`src/rtl/iob_spi_flash_prefetch_pkg.sv`:
```
// Shared constants and FSM encoding for the SPI flash read-prefetch line buffer.
package iob_spi_flash_prefetch_pkg;

  localparam int ADDR_W_DEF       = 24;
  localparam int DATA_W_DEF       = 32;
  localparam int LINE_WORDS_W_DEF = 2;
  localparam int LINE_WORDS       = 2 ** LINE_WORDS_W_DEF;
  localparam int TAG_W            = ADDR_W_DEF - LINE_WORDS_W_DEF - 2;

  localparam logic [1:0] ST_IDLE     = 2'd0;
  localparam logic [1:0] ST_RESP     = 2'd1;
  localparam logic [1:0] ST_FILL_REQ = 2'd2;
  localparam logic [1:0] ST_FILL_GAP = 2'd3;

  typedef enum logic [1:0] {
    IDLE     = ST_IDLE,
    RESP     = ST_RESP,
    FILL_REQ = ST_FILL_REQ,
    FILL_GAP = ST_FILL_GAP
  } state_e;

endpackage

```
`src/rtl/iob_spi_flash_prefetch.sv`:
```
// Single-line read prefetch buffer in front of the SPI flash controller read port.
// Hits are served from the buffered line; misses refill the whole line word by word.
module iob_spi_flash_prefetch
  import iob_spi_flash_prefetch_pkg::*;
#(
  parameter int ADDR_W       = ADDR_W_DEF,
  parameter int DATA_W       = DATA_W_DEF,
  parameter int LINE_WORDS_W = LINE_WORDS_W_DEF
) (
  input  logic              clk_i,
  input  logic              arst_i,
  input  logic              flush_i,
  input  logic              req_valid_i,
  input  logic [ADDR_W-1:0] req_addr_i,
  output logic              req_ready_o,
  output logic              req_rvalid_o,
  output logic [DATA_W-1:0] req_rdata_o,
  output logic              fl_valid_o,
  output logic [ADDR_W-1:0] fl_addr_o,
  input  logic              fl_ready_i,
  input  logic [DATA_W-1:0] fl_rdata_i,
  output logic              busy_o
);

  localparam int LW = 2 ** LINE_WORDS_W;
  localparam int TW = ADDR_W - LINE_WORDS_W - 2;
  localparam logic [LINE_WORDS_W-1:0] BEAT_LAST = LINE_WORDS_W'(LW - 1);
  localparam logic [LINE_WORDS_W-1:0] BEAT_ONE  = LINE_WORDS_W'(1);

  state_e                  r_state;
  logic [DATA_W-1:0]       r_line [LW];
  logic [TW-1:0]           r_tag;
  logic                    r_line_valid;
  logic                    r_flush_pend;
  logic [LINE_WORDS_W-1:0] r_beat;
  logic                    r_req_ready;
  logic [DATA_W-1:0]       r_rdata;
  logic                    r_fl_valid;
  logic [ADDR_W-1:0]       r_fl_addr;
  logic                    r_busy;

  logic [TW-1:0]           w_tag;
  logic [LINE_WORDS_W-1:0] w_idx;
  logic                    w_hit;

  assign w_tag = req_addr_i[ADDR_W-1:LINE_WORDS_W+2];
  assign w_idx = req_addr_i[LINE_WORDS_W+1:2];
  assign w_hit = r_line_valid && (w_tag == r_tag);

  // Control FSM together with every registered output
  always_ff @(posedge clk_i or posedge arst_i) begin
    if (arst_i) begin
      r_state      <= IDLE;
      r_tag        <= '0;
      r_line_valid <= 1'b0;
      r_flush_pend <= 1'b0;
      r_beat       <= '0;
      r_req_ready  <= 1'b0;
      r_rdata      <= '0;
      r_fl_valid   <= 1'b0;
      r_fl_addr    <= '0;
      r_busy       <= 1'b0;
    end else begin
      case (r_state)
        IDLE: begin
          if (req_valid_i && w_hit) begin
            r_rdata     <= r_line[w_idx];
            r_req_ready <= 1'b1;
            r_busy      <= 1'b1;
            r_state     <= RESP;
            if (flush_i) r_line_valid <= 1'b0;
          end else if (req_valid_i) begin
            // A flush coinciding with the miss applies to the line being fetched
            r_tag        <= w_tag;
            r_line_valid <= 1'b0;
            r_flush_pend <= flush_i;
            r_beat       <= '0;
            r_fl_valid   <= 1'b1;
            r_fl_addr    <= {w_tag, {LINE_WORDS_W{1'b0}}, 2'b00};
            r_busy       <= 1'b1;
            r_state      <= FILL_REQ;
          end else if (flush_i || r_flush_pend) begin
            r_line_valid <= 1'b0;
            r_flush_pend <= 1'b0;
          end
        end
        RESP: begin
          r_req_ready <= 1'b0;
          r_busy      <= 1'b0;
          r_state     <= IDLE;
          if (flush_i || r_flush_pend) begin
            r_line_valid <= 1'b0;
            r_flush_pend <= 1'b0;
          end
        end
        FILL_REQ: begin
          if (flush_i) r_flush_pend <= 1'b1;
          if (fl_ready_i) begin
            r_fl_valid <= 1'b0;
            if (r_beat == BEAT_LAST) begin
              r_line_valid <= 1'b1;
              r_busy       <= 1'b0;
              r_state      <= IDLE;
            end else begin
              r_beat  <= r_beat + BEAT_ONE;
              r_state <= FILL_GAP;
            end
          end
        end
        FILL_GAP: begin
          // One low cycle keeps consecutive beats distinct transactions
          if (flush_i) r_flush_pend <= 1'b1;
          r_fl_valid <= 1'b1;
          r_fl_addr  <= {r_tag, r_beat, 2'b00};
          r_state    <= FILL_REQ;
        end
        default: begin
          r_req_ready <= 1'b0;
          r_fl_valid  <= 1'b0;
          r_busy      <= 1'b0;
          r_state     <= IDLE;
        end
      endcase
    end
  end

  // Line storage, written only by accepted fill beats and never reset
  always_ff @(posedge clk_i) begin
    if ((r_state == FILL_REQ) && fl_ready_i) r_line[r_beat] <= fl_rdata_i;
  end

  assign req_ready_o  = r_req_ready;
  assign req_rvalid_o = r_req_ready;
  assign req_rdata_o  = r_rdata;
  assign fl_valid_o   = r_fl_valid;
  assign fl_addr_o    = r_fl_addr;
  assign busy_o       = r_busy;

endmodule

```
`config.mk`:
```
export PLATFORM = sky130hd
export DESIGN_NAME = iob_spi_flash_prefetch
export DESIGN_NICKNAME = d
export VERILOG_FILES = /design/src/rtl/iob_spi_flash_prefetch_pkg.sv /design/src/rtl/iob_spi_flash_prefetch.sv
export SDC_FILE = /design/constraint.sdc
export NUM_CORES = 1
export LEC_CHECK = 0
export CAP_MARGIN = 10
export CORE_UTILIZATION = 59
export CTS_CLUSTER_DIAMETER = 60
export DETAILED_ROUTE_END_ITERATION = 16
export MAX_ROUTING_LAYER = met4
export PLACE_DENSITY = 0.85
export RECOVER_POWER = 25
export SYNTH_ARGS = -nofsm -noshare
export SYNTH_HDL_FRONTEND = slang
export SYNTH_SLANG_ARGS = --single-unit
export TNS_END_PERCENT = 30
```
`constraint.sdc`:
```
create_clock -name clk_i -period 7.3 [get_ports clk_i]
set_clock_uncertainty 0.1 [all_clocks]
set_input_delay 1.46 -clock clk_i [delete_from_list [all_inputs] [get_ports clk_i]]
set_output_delay 1.46 -clock clk_i [all_outputs]
set_load 0.05 [all_outputs]
```
# == Word-level counts from Yosys, hierarchy flattened ==
# Memory sizes are Yosys's and may differ from the RTL's. A register that Yosys moved wholly into a read port is not among the register bits.
# Index checks and enable logic that the tools add are counted.
# op_classes
div_mod_pow,0
n_eq_ne,14
muxes,37
bitwise,1
n_addsub,1
n_lt_le_gt_ge,0
reduce_logical,21
n_shift,0
mul,0
# ops
operator,count
$mux 24,2
$pmux 24 s2,1
$eq 20x20->1,1
$mux 1,19
$mux 2,8
$ne 2x2->1 const B,6
$pmux 1 s3,4
$reduce_and 4->1,3
$pmux 2 s4,1
$reduce_and 2->1,4
$eq 2x2->1 const B,3
$ne 3x3->1 const B,2
$reduce_and 3->1,2
$reduce_bool 2->1,3
$reduce_bool 3->1,2
$reduce_and 5->1,1
$pmux 2 s2,1
$logic_and 1x1->1,3
$add 2x1->2 const B,1
$eq 2x1->1 const B,1
$logic_not 2->1,1
$ne 2x1->1 const B,1
$pmux 1 s2,1
$reduce_or 2->1,1
2 further kinds,2
# word_totals
ram_bits,128
register_bits,53
input_bits,61
n_memories,1
wordCells,84
latch_bits,0
output_inout_bits,60
rom_bits,0
# mem_list
name,depth,word_bits,rd,rd_ports_with_merged_regs,write_ports,line_no,rtl
r_line,4,32,1,1,1,iob_spi_flash_prefetch.sv:31,logic [DATA_W-1:0] r_line [LW];

# == Depth between registers and ports, before layout ==
# Gate-level depths: netlist of the first run.
# logic_depth
word_depth,5
ltp_mapped,8
mapped_depth_nobuf,7

# == Least setup slack after synthesis of the first run ==
# No wires, ideal clock.
# synth_path
kind,input to register
startpoint,input req_addr_i[23]
endpoint,"register r_fl_addr[11], in the netlist fl_addr_o[11]"
path_stages,6
t_arrival_ns,2.904
setup_time_ns,0.125
setup_slack_ns,4.171
required_time_ns,7.075
path_buffers,1
path_cell_list,xnor2_1 -> nand4_1 -> nor4_4 -> a31oi_4 -> buf_6 -> mux2_4
# synth_between
elab_chain_cells,5
# synth_lines
item,line_no,rtl
from (decl),iob_spi_flash_prefetch.sv:14,"input logic [ADDR_W-1:0] req_addr_i,"
$eq 20x20->1,iob_spi_flash_prefetch.sv:48,assign w_hit = r_line_valid && (w_tag == r_tag);
$logic_and 1x1->1,iob_spi_flash_prefetch.sv:48,
$logic_and 1x1->1,iob_spi_flash_prefetch.sv:66,if (req_valid_i && w_hit) begin
$ne 2x2->1 (no line),-,
$reduce_and 3->1 (no line),-,
to (signal assigned),iob_spi_flash_prefetch.sv:79,"r_fl_addr <= {w_tag, {LINE_WORDS_W{1'b0}}, 2'b00};"
to (signal assigned),iob_spi_flash_prefetch.sv:114,"r_fl_addr <= {r_tag, r_beat, 2'b00};"
to (decl),iob_spi_flash_prefetch.sv:39,logic [ADDR_W-1:0] r_fl_addr;
# Every way passes these cells.
# A chain may end at the register's enable or synchronous reset.

# == Final worst setup path of the first run ==
# layout_path
startpoint,input req_addr_i[5]
endpoint,"register r_rdata[27], in the netlist req_rdata_o[27] (read register of r_line)"
# layout_between
elab_chain_cells,4
# layout_lines
item,line_no,rtl
$eq 20x20->1,iob_spi_flash_prefetch.sv:48,
$logic_and 1x1->1,iob_spi_flash_prefetch.sv:48,
$logic_and 1x1->1,iob_spi_flash_prefetch.sv:66,
$reduce_and 2->1 (no line),-,
to (decl),iob_spi_flash_prefetch.sv:37,logic [DATA_W-1:0] r_rdata;
# Every way passes these cells.

==> out/summary.txt, run 1 <==
cell family with most CP delay -> simple AND/OR/NAND/NOR gates
Slew Limit Headroom -> 19.9%
post-route core utilization -> 75.7%
GP Congestion -> 0.827
Tmin final -> 3.84 ns
Worst Path Buf+Inv -> 1
worst hold path type -> reg2reg
largest area contributor in the netlist -> edfxtp_1
worst-case reg-to-reg path depth -> 5
GRT Total Usage -> 23.6%
final setup violation count -> 0
H-tree levels -> 1
LEAKAGE -> 4.03 nW
hold_sp -> req_rdata_o[16]
Vias/cell -> 5.79
drt initial violations -> 229
Worst R2R End -> fl_addr_o[21]
gr ovfl total -> 0
critical path's largest stage delay -> 0.64 ns
I/O pins -> 121
hold buffer count at CTS -> 0
CTS clk-pin slew, worst paths -> 0.06 ns
core area -> 0.0141 mm2
DR WL/cell -> 21.0 um
critical path arrival -> 4.12 ns
Critical Path, Cell by Cell -> clkdlybuf4s50_1 -> xnor2_1 -> nand4_1 -> nor4_4 -> nand3_4 -> mux2_1
R2R Path Start -> r_state[0]
die area -> 0.0152 mm2
CTS tree -> yes
initial core utilization -> 61.4%
VDD IR max -> 0.263 mV
initial antenna violation count -> 6
Hold Path End -> req_rdata_o[16]
Routed Antenna Nets -> 0
CP max FO -> 34
drt total wl -> 16500 um
Fmax -> 260 MHz
# rows -> 43
Worst EP required -> 7.58 ns
clock latency at the later pin of the worst-skew pair -> 0.51 ns
postcts setup bufs -> 0
Netlist Area Pre-Place -> 0.00865 mm2
status -> completed
Worst Hold Path Cells -> 1
Mapped Cells -> 463
Area Growth Syn to Fin -> 23.3%
WS Path Type -> in2reg
power density over the cells -> 364 mW/mm2
Tcrit/Tclk final -> 52.6%
Async SR Flop Fraction -> 39.3%
Hold Violations, Final -> 0
DRT Pass-1 Iters -> 4
RSZ-0062 raised after global routing -> false
post-synth cell types -> 46
top cells by area, synth -> edfxtp_1 44%, dfrtp_1 24%, mux4_2 8.3%
flop2flop setup slack -> 4.36 ns
Max-Cap Viols -> 0
Worst setup EP type -> flop
Post-route DRC -> 0
IO Port Bufs -> 116
ys flop type -> edfxtp_1
total number of vias -> 4554
Crit-path slowest cell -> nand3_4
post-synth top area share -> 44.4%
crit start category -> input pin
post-synthesis sequential area ratio -> 68.4%
vias in the first global route -> 4915
die extent in y -> 123 um
Clock Tree Root -> clkbuf_16
Worst Max-Slew Pin Slew -> 1.19 ns
Max Root-Sink Buffers -> 3
CTS Buf Count -> 22
fillers -> 794
Post-synth EDFFs -> 128
#FFs+latches synth -> 211
layout cells sized above 1 -> 24.1%
Resized Gates After CTS -> 0
largest net degree at the start of global routing -> 60
multi-input logic area -> 0.00259 mm2
Syn Area/Cell -> 18.7 um2
Ys Warns -> 0
HPWL after DPL -> 10200 um
Die Wd -> 123 um
storage element area -> 0.00592 mm2
first-pass GRT wire length -> 25700 um
TritonCTS Sinks -> 211
final setup TNS -> 0 ns
Slew Viols, Final -> 0
Final #Nets -> 654
-- placed cells by master, fill, tap and decap left out, types with 8 or more instances in the layout --
cell	n
mux2_2	46
mux2_4	17
clkdlybuf4s50_1	84
clkbuf_16	22
dfrtp_1	83
edfxtp_1	128
inv_1	9
xnor2_1	17
mux2_1	29
nand2_1	12
ha_1	8
dlygate4sd3_1	30
nand4_1	8
mux4_2	32
-- worst max path at each step --
stage                               from               to  slack [ns]  depth (start not counted)
after floorplan                   arst_i           busy_o        3.60                          1
after global placement     req_addr_i[5]  req_rdata_o[12]        2.99                          6
after detailed placement  req_addr_i[16]   req_rdata_o[3]        2.96                          6
after CTS                 req_addr_i[16]  req_rdata_o[27]        3.45                          6
after global routing      req_addr_i[16]  req_rdata_o[12]        3.33                          6
final                      req_addr_i[5]  req_rdata_o[27]        3.46                          6
-- cells by family (layout without fill, tap and decap cells) --
logic type               after synthesis  in the layout  synth area share [%]
multiplexers                         128            128                  21.5
AND/OR/NAND/NOR                       39             39                  2.86
other                                  1              8                0.0433
adder cells (fa/ha/maj)                8              8                  1.16
buffers and inverters                 32            169                  1.81
flip-flops                           211            211                  68.4
AO/OA/AOI/OAI                         24             24                  2.18
XOR/XNOR                              20             20                  2.02
-- through the flow --
step	instances	instance area, um2	setup slack, ns	hold WS, ns	power (mW)
6_report	787	10700	3.46	0.390	3.89
4_1_cts	781	10700	3.45	0.394	3.91
3_5_place_dp	741	9950	2.96	0.381	2.82
2_1_floorplan	464	8660	3.60	0.397	2.49
5_1_grt	787	10700	3.33	0.413	4.04
3_3_place_gp	741	9950	2.99	0.375	2.77
-- cell usage after synthesis (all sizes together) (4+ instances only) --
| cell | instances |
|---|---|
| xnor2 | 17 |
| clkbuf | 8 |
| and3 | 4 |
| mux2i | 4 |
| mux4 | 32 |
| dfrtp | 83 |
| buf | 14 |
| edfxtp | 128 |
| nand2 | 12 |
| nor2 | 6 |
| mux2 | 92 |
| ha | 8 |
| nand4 | 8 |
| inv | 10 |
-- sequential cells by signal, summed over array words and instances, names as in the netlist --
signal        count
req_ready_o       1
req_rdata_o      32
r_flush_pend      1
r_beat            2
busy_o            1
r_state           2
r_line          128
r_tag            20
r_line_valid      1
fl_valid_o        1
fl_addr_o        22
-- per-layer routing --
layer,vias up,part of all wire [%],global-route usage (%)
met5,-,0,-
met4,0,3.2,9.94
met3,38,5.7,5.17
met2,138,52,40.2
met1,2328,40,27.3
li1,2050,-,-
-- power by group --
group	switching, mW	internal (mW)	leakage [nW]
Combinational	0.648	0.531	1.47
Sequential	0.128	1.49	2.22
Clock	0.437	0.650	0.351
-- cell type report --
class	count	area share, %
Timing Repair Buffer	119	11.0
Inverter	10	0.363
Antenna cell	6	0.141
Clock inverter	9	0.996
Sequential cell	211	55.5
Multi-Input combinational cell	221	24.3
Tap cell	180	2.11
Clock buffer	31	5.66
No activity file was read; power rests on OpenSTA's default activity.
==> run 2: changes to the inputs <==
- CORE_UTILIZATION: 59 -> 49
- PLACE_DENSITY: 0.85 -> 0.76
- clock period: 7.3 -> 3.3 ns (I/O delays scaled with it)
==> out/summary.txt, run 2 (synthesized netlist as in run 1, its figures left out) <==
CTS tree -> yes
Routed Antenna Nets -> 0 (unchanged)
Crit-path slowest cell -> nor4_2
postcts setup bufs -> 0 (unchanged)
WS Path Type -> in2reg
Max Root-Sink Buffers -> 3 (unchanged)
Slew Viols, Final -> 0 (unchanged)
Clock Tree Root -> clkbuf_16
Worst EP required -> 3.59 ns (-3.99 ns)
largest net degree at the start of global routing -> 48 (-20%)
layout cells sized above 1 -> 25.0% (+0.87 points)
hold buffer count at CTS -> 0 (unchanged)
Die Wd -> 135 um (+9.6%)
status -> completed
GRT Total Usage -> 20.2% (-3.5 points)
final setup violation count -> 0 (unchanged)
most common cell after layout, fill and taps aside -> edfxtp_1
initial antenna violation count -> 4 (-2)
DRT met1 WL -> 6850 um (+4.9%)
Critical Path, Cell by Cell -> clkdlybuf4s50_1 -> xnor2_1 -> nand4_1 -> nor4_2 -> nand3_4 -> buf_12 -> mux2_1
critical path's largest stage delay -> 0.54 ns (-0.10 ns)
DR WL/cell -> 20.3 um (-3.4%)
worst hold path type -> reg2reg
Tmin final -> 2.54 ns
Final #Nets -> 665 (+1.7%)
Slew Limit Headroom -> 40.6% (+21 points)
critical path arrival -> 2.83 ns (-1.29 ns)
I/O pins -> 121 (unchanged)
CTS Buf Count -> 23 (+4.5%)
Hold Violations, Final -> 0 (unchanged)
DRT Pass-1 Iters -> 4 (unchanged)
Area Growth Syn to Fin -> 25.4%
metal3 WL -> 842 um (-11%)
drt initial violations -> 144 (-37%)
initial core utilization -> 50.0% (-11 points)
TritonCTS Sinks -> 211 (unchanged)
IO Port Bufs -> 116 (unchanged)
# rows -> 48 (+12%)
CTS clk-pin slew, worst paths -> 0.06 ns (about the same)
Max-Cap Viols -> 0 (unchanged)
die extent in y -> 135 um (+9.6%)
LEAKAGE -> 4.09 nW (+1.5%)
Post-route DRC -> 0 (unchanged)
first-pass GRT wire length -> 27100 um (+5.5%)
die area -> 0.0182 mm2 (+20%)
Vias/cell -> 5.49 (-5.1%)
Reg with most FFs -> r_line
core area -> 0.0173 mm2 (+23%)
power density over the cells -> 788 mW/mm2 (+120%)
Resized Gates After CTS -> 0 (unchanged)
total power -> 8.55 mW (+120%)
HPWL after DPL -> 10600 um (+3.8%)
RSZ-0062 raised after global routing -> false
crit start category -> input pin
commonest cells after routing, fill and taps aside -> 128 x edfxtp_1, 83 x dfrtp_1, 83 x clkdlybuf4s50_1
top layer in use -> met4
fillers -> 1239 (+56%)
H-tree levels -> 1 (unchanged)
final setup TNS -> 0 ns (unchanged)
VDD IR max -> 0.813 mV (+210%)
clock latency at the later pin of the worst-skew pair -> 0.51 ns (about the same)
flop2flop setup slack -> 0.86 ns (-3.50 ns)
Worst Max-Slew Pin Slew -> 0.891 ns (-0.303 ns)
vias in the first global route -> 5129 (+4.4%)
Fmax -> 393 MHz
max FFs per register -> 128 (unchanged)
total number of vias -> 4620 (+1.4%)
Tcrit/Tclk final -> 77.1%
Worst setup EP type -> flop
met2 WL post-DR -> 9010 um (+5.8%)
gr ovfl total -> 0 (unchanged)
CP max FO -> 34 (unchanged)
drt total wl -> 17100 um (+3.2%)
GP Congestion -> 0.877 (+6.1%)
-- run 2: cell count changes in the layout (fill, tap and decap cells not counted), moves of 2 or more --
cell | previous run | this run
diode_2 | 6 | 4
clkinv_1 | 1 | 7
buf_12 | 0 | 7
clkbuf_8 | 2 | 0
buf_4 | 3 | 6
bufinv_16 | 2 | 0
clkbuf_1 | 7 | 4
-- run 2: final timing paths --
path | start | endpoint | depth (start not counted)
setup / recovery | req_addr_i[4] | req_rdata_o[15] | 7
hold / removal | req_rdata_o[5] | req_rdata_o[5] | 1
setup reg to reg | r_state[0] | fl_addr_o[22] | 7
hold reg to reg | req_rdata_o[5] | req_rdata_o[5] | 1
max in group asynchronous | arst_i | fl_addr_o[20] | 3
min in group asynchronous | arst_i | req_rdata_o[4] | 2
-- run 2: area by class of cell --
type / instances / area (um2) / area share [%]
diodes: 4 / 10.0 / 0.0923
clock buffers: 27 / 591 / 5.44
clock inverters: 14 / 80.1 / 0.738
inverters: 10 / 40.0 / 0.369
multi-input cells: 221 / 2590 / 23.9
flip-flops and latches: 211 / 5920 / 54.6
well taps: 225 / 282 / 2.60
repair buffers: 129 / 1340 / 12.3
-- run 2: layer usage --
layer	vias up	GRT usage [%]
met5	-	-
met4	0	5.24
met3	33	4.02
met2	138	36.1
met1	2388	23.1
li1	2061	-
-- run 2: report_power, final --
part,internal (mW),switching [mW],leakage [nW]
logic,1.21,1.46,1.55
registers,3.30,0.284,2.22
clock network,1.28,1.01,0.333
total,5.79,2.76,4.09
-- run 2: through the flow --
stage / hold WS (ns) / setup slack, ns / cell area, um2 / util [%] / cells
6_report: 0.391 / 0.756 / 10800 / 62.7 / 841
5_1_grt: 0.408 / 0.684 / 10800 / 62.7 / 841
4_1_cts: 0.398 / 0.756 / 10800 / 62.7 / 837
3_5_place_dp: 0.384 / 0.229 / 10200 / 58.8 / 796
3_3_place_gp: 0.375 / 0.315 / 10200 / 58.8 / 796
2_1_floorplan: 0.397 / 0.403 / 8660 / - / 464
-- run 2: worst max-delay path, delay by kind of cell --
kind	cells	cell delay [ns]
buf+inv	2	0.66
xor+xnor	1	0.32
mux	1	0.33
simple gates	3	0.84
==> run 3: changes to the inputs <==
- CORE_UTILIZATION: 49 -> 55
- PLACE_DENSITY: 0.76 -> 0.8
- clock period: 3.3 -> 2.6 ns (I/O delays scaled with it)
==> out/summary.txt, run 3 (synthesized netlist as in run 1, its figures left out) <==
Worst Max-Slew Pin Slew -> 0.900 ns (+0.00888 ns)
total number of vias -> 4630 (+0.22%)
Resized Gates After CTS -> 0 (unchanged)
first-pass GRT wire length -> 26100 um (-3.7%)
Max-Cap Viols -> 0 (unchanged)
vias in the first global route -> 5012 (-2.3%)
critical path's largest stage delay -> 0.83 ns (+0.29 ns)
final setup margin -> 0.243 ns (-0.513 ns)
CTS clk-pin slew, worst paths -> 0.06 ns (about the same)
CTS tree -> yes
Worst setup EP type -> primary output
initial core utilization -> 56.7% (+6.7 points)
RSZ-0062 raised after global routing -> false
VDD IR max -> 0.587 mV (-28%)
Area after DPL -> 0.0103 mm2 (+1.2%)
busiest layer in global routing -> met2
hold buffer count at CTS -> 0 (unchanged)
TritonCTS Sinks -> 211 (unchanged)
drt total wl -> 16300 um (-4.2%)
met1 usage -> 26.8% (+3.7 points)
Final #Nets -> 677 (+1.8%)
crit start category -> flop
GP Congestion -> 0.829 (-5.5%)
Clock Tree Root -> clkbuf_16
max FFs per register -> 128 (unchanged)
Critical Path, Cell by Cell -> clkdlybuf4s50_1
postcts setup bufs -> 0 (unchanged)
core area -> 0.0153 mm2 (-12%)
Post-route DRC -> 0 (unchanged)
Tcrit/Tclk final -> 90.7%
LEAKAGE -> 4.18 nW (+2.0%)
# rows -> 45 (-6.3%)
Crit-path slowest cell -> clkdlybuf4s50_1
GRT Total Usage -> 21.9% (+1.7 points)
status -> completed
met2 Usage GRT -> 36.5% (+0.46 points)
worst hold path type -> in2async
DRT Pass-1 Iters -> 4 (unchanged)
CTS Buf Count -> 22 (-4.3%)
drt initial violations -> 239 (+66%)
Reg with most FFs -> r_line
gr ovfl total -> 0 (unchanged)
fillers -> 939 (-24%)
met3 Track Usage GR -> 4.98% (+0.97 points)
Tmin final -> 2.36 ns
Vias/cell -> 5.53 (+0.58%)
Design Area, Final -> 0.0110 mm2 (+1.3%)
largest net degree at the start of global routing -> 50 (+4.2%)
I/O pins -> 121 (unchanged)
Post-Place Worst Slack -> -0.203 ns (-0.432 ns)
commonest cells after routing, fill and taps aside -> 128 x edfxtp_1, 89 x clkdlybuf4s50_1, 83 x dfrtp_1
Routed Antenna Nets -> 0 (unchanged)
H-tree levels -> 1 (unchanged)
die extent in y -> 127 um (-5.5%)
die area -> 0.0162 mm2 (-11%)
CP max FO -> 4 (-88%)
initial antenna violation count -> 3 (-1)
layout cells sized above 1 -> 26.8% (+1.8 points)
cell family with most CP delay -> buffers and inverters
Die Wd -> 127 um (-5.5%)
Max Root-Sink Buffers -> 3 (unchanged)
critical path arrival -> 1.74 ns (-1.09 ns)
Worst EP required -> 1.98 ns (-1.61 ns)
total power -> 11.0 mW (+28%)
Worst Path Buf+Inv -> 1 (-1)
clock latency at the later pin of the worst-skew pair -> 0.50 ns (about the same)
WS Path Type -> reg2out
power density over the cells -> 1000 mW/mm2 (+27%)
final setup TNS -> 0 ns (unchanged)
final setup violation count -> 0 (unchanged)
Area Growth Syn to Fin -> 27.0%
Slew Viols, Final -> 0 (unchanged)
IO Port Bufs -> 116 (unchanged)
Fmax -> 424 MHz
DR WL/cell -> 19.5 um (-3.9%)
HPWL after DPL -> 10400 um (-2.3%)
most common cell after layout, fill and taps aside -> edfxtp_1
Hold Violations, Final -> 0 (unchanged)
Slew Limit Headroom -> 40.0% (-0.59 points)
run 3: changes by cell type in the layout (fill, tap and decap cells not counted), moves of 2 or more:
cell,previous run,this run
clkinv_1,7,0
buf_12,7,9
clkbuf_8,0,5
buf_4,6,16
clkbuf_1,4,9
clkdlybuf4s50_1,83,89
clkinv_2,5,2
dlygate4sd3_1,31,25
run 3: where the power goes:
part	switching (mW)	internal, mW
logic	1.82	1.61
clock network	1.21	1.82
registers	0.347	4.19
run 3: per-layer routing:
| layer | up-vias | wire, um |
|---|---|---|
| met5 | - | 0 |
| met4 | 0 | 354 |
| met3 | 31 | 1130 |
| met2 | 150 | 8370 |
| met1 | 2364 | 6480 |
| li1 | 2085 | - |
run 3: final cells by class:
cell class                      count  area (um2)  share of cell area [%]
Timing Repair Buffer              142        1460                    13.3
Multi-Input combinational cell    221        2590                    23.6
Tap cell                          211         264                    2.40
Clock buffer                       36         653                    5.95
Sequential cell                   211        5920                    53.9
Antenna cell                        3        7.51                  0.0683
Inverter                           10        38.8                   0.353
Clock inverter                      4        56.3                   0.513
run 3: worst reg2reg max path: stages (launching register included):
cell      delay (ns)
dfrtp_1         0.41
inv_1           0.09
ha_1            0.30
nor2b_1         0.20
a21oi_1         0.22
inv_1           0.11
a311oi_1        0.49
mux2i_1         0.25
run 3: path summary, 6_finish.rpt:
kind                                  from  depth (start not counted)               to  slack [ns]
min                                 arst_i                          2    fl_addr_o[23]        0.31
min in group clk_i         req_rdata_o[26]                          1  req_rdata_o[26]        0.39
max in group asynchronous           arst_i                          3  req_rdata_o[15]        0.95
max                            req_ready_o                          1      req_ready_o        0.24
max reg2reg                     r_state[0]                          7        r_beat[1]        0.35
min reg2reg                req_rdata_o[26]                          1  req_rdata_o[26]        0.39
run 3: per-stage QoR:
stage / hold WS, ns / std cells / utilization, %
4_1_cts: 0.181 / 835 / 72.1
6_report: 0.312 / 838 / 72.0
3_5_place_dp: 0.381 / 795 / 67.4
2_1_floorplan: 0.397 / 464 / -
3_3_place_gp: 0.376 / 795 / 67.4
5_1_grt: 0.323 / 838 / 72.0
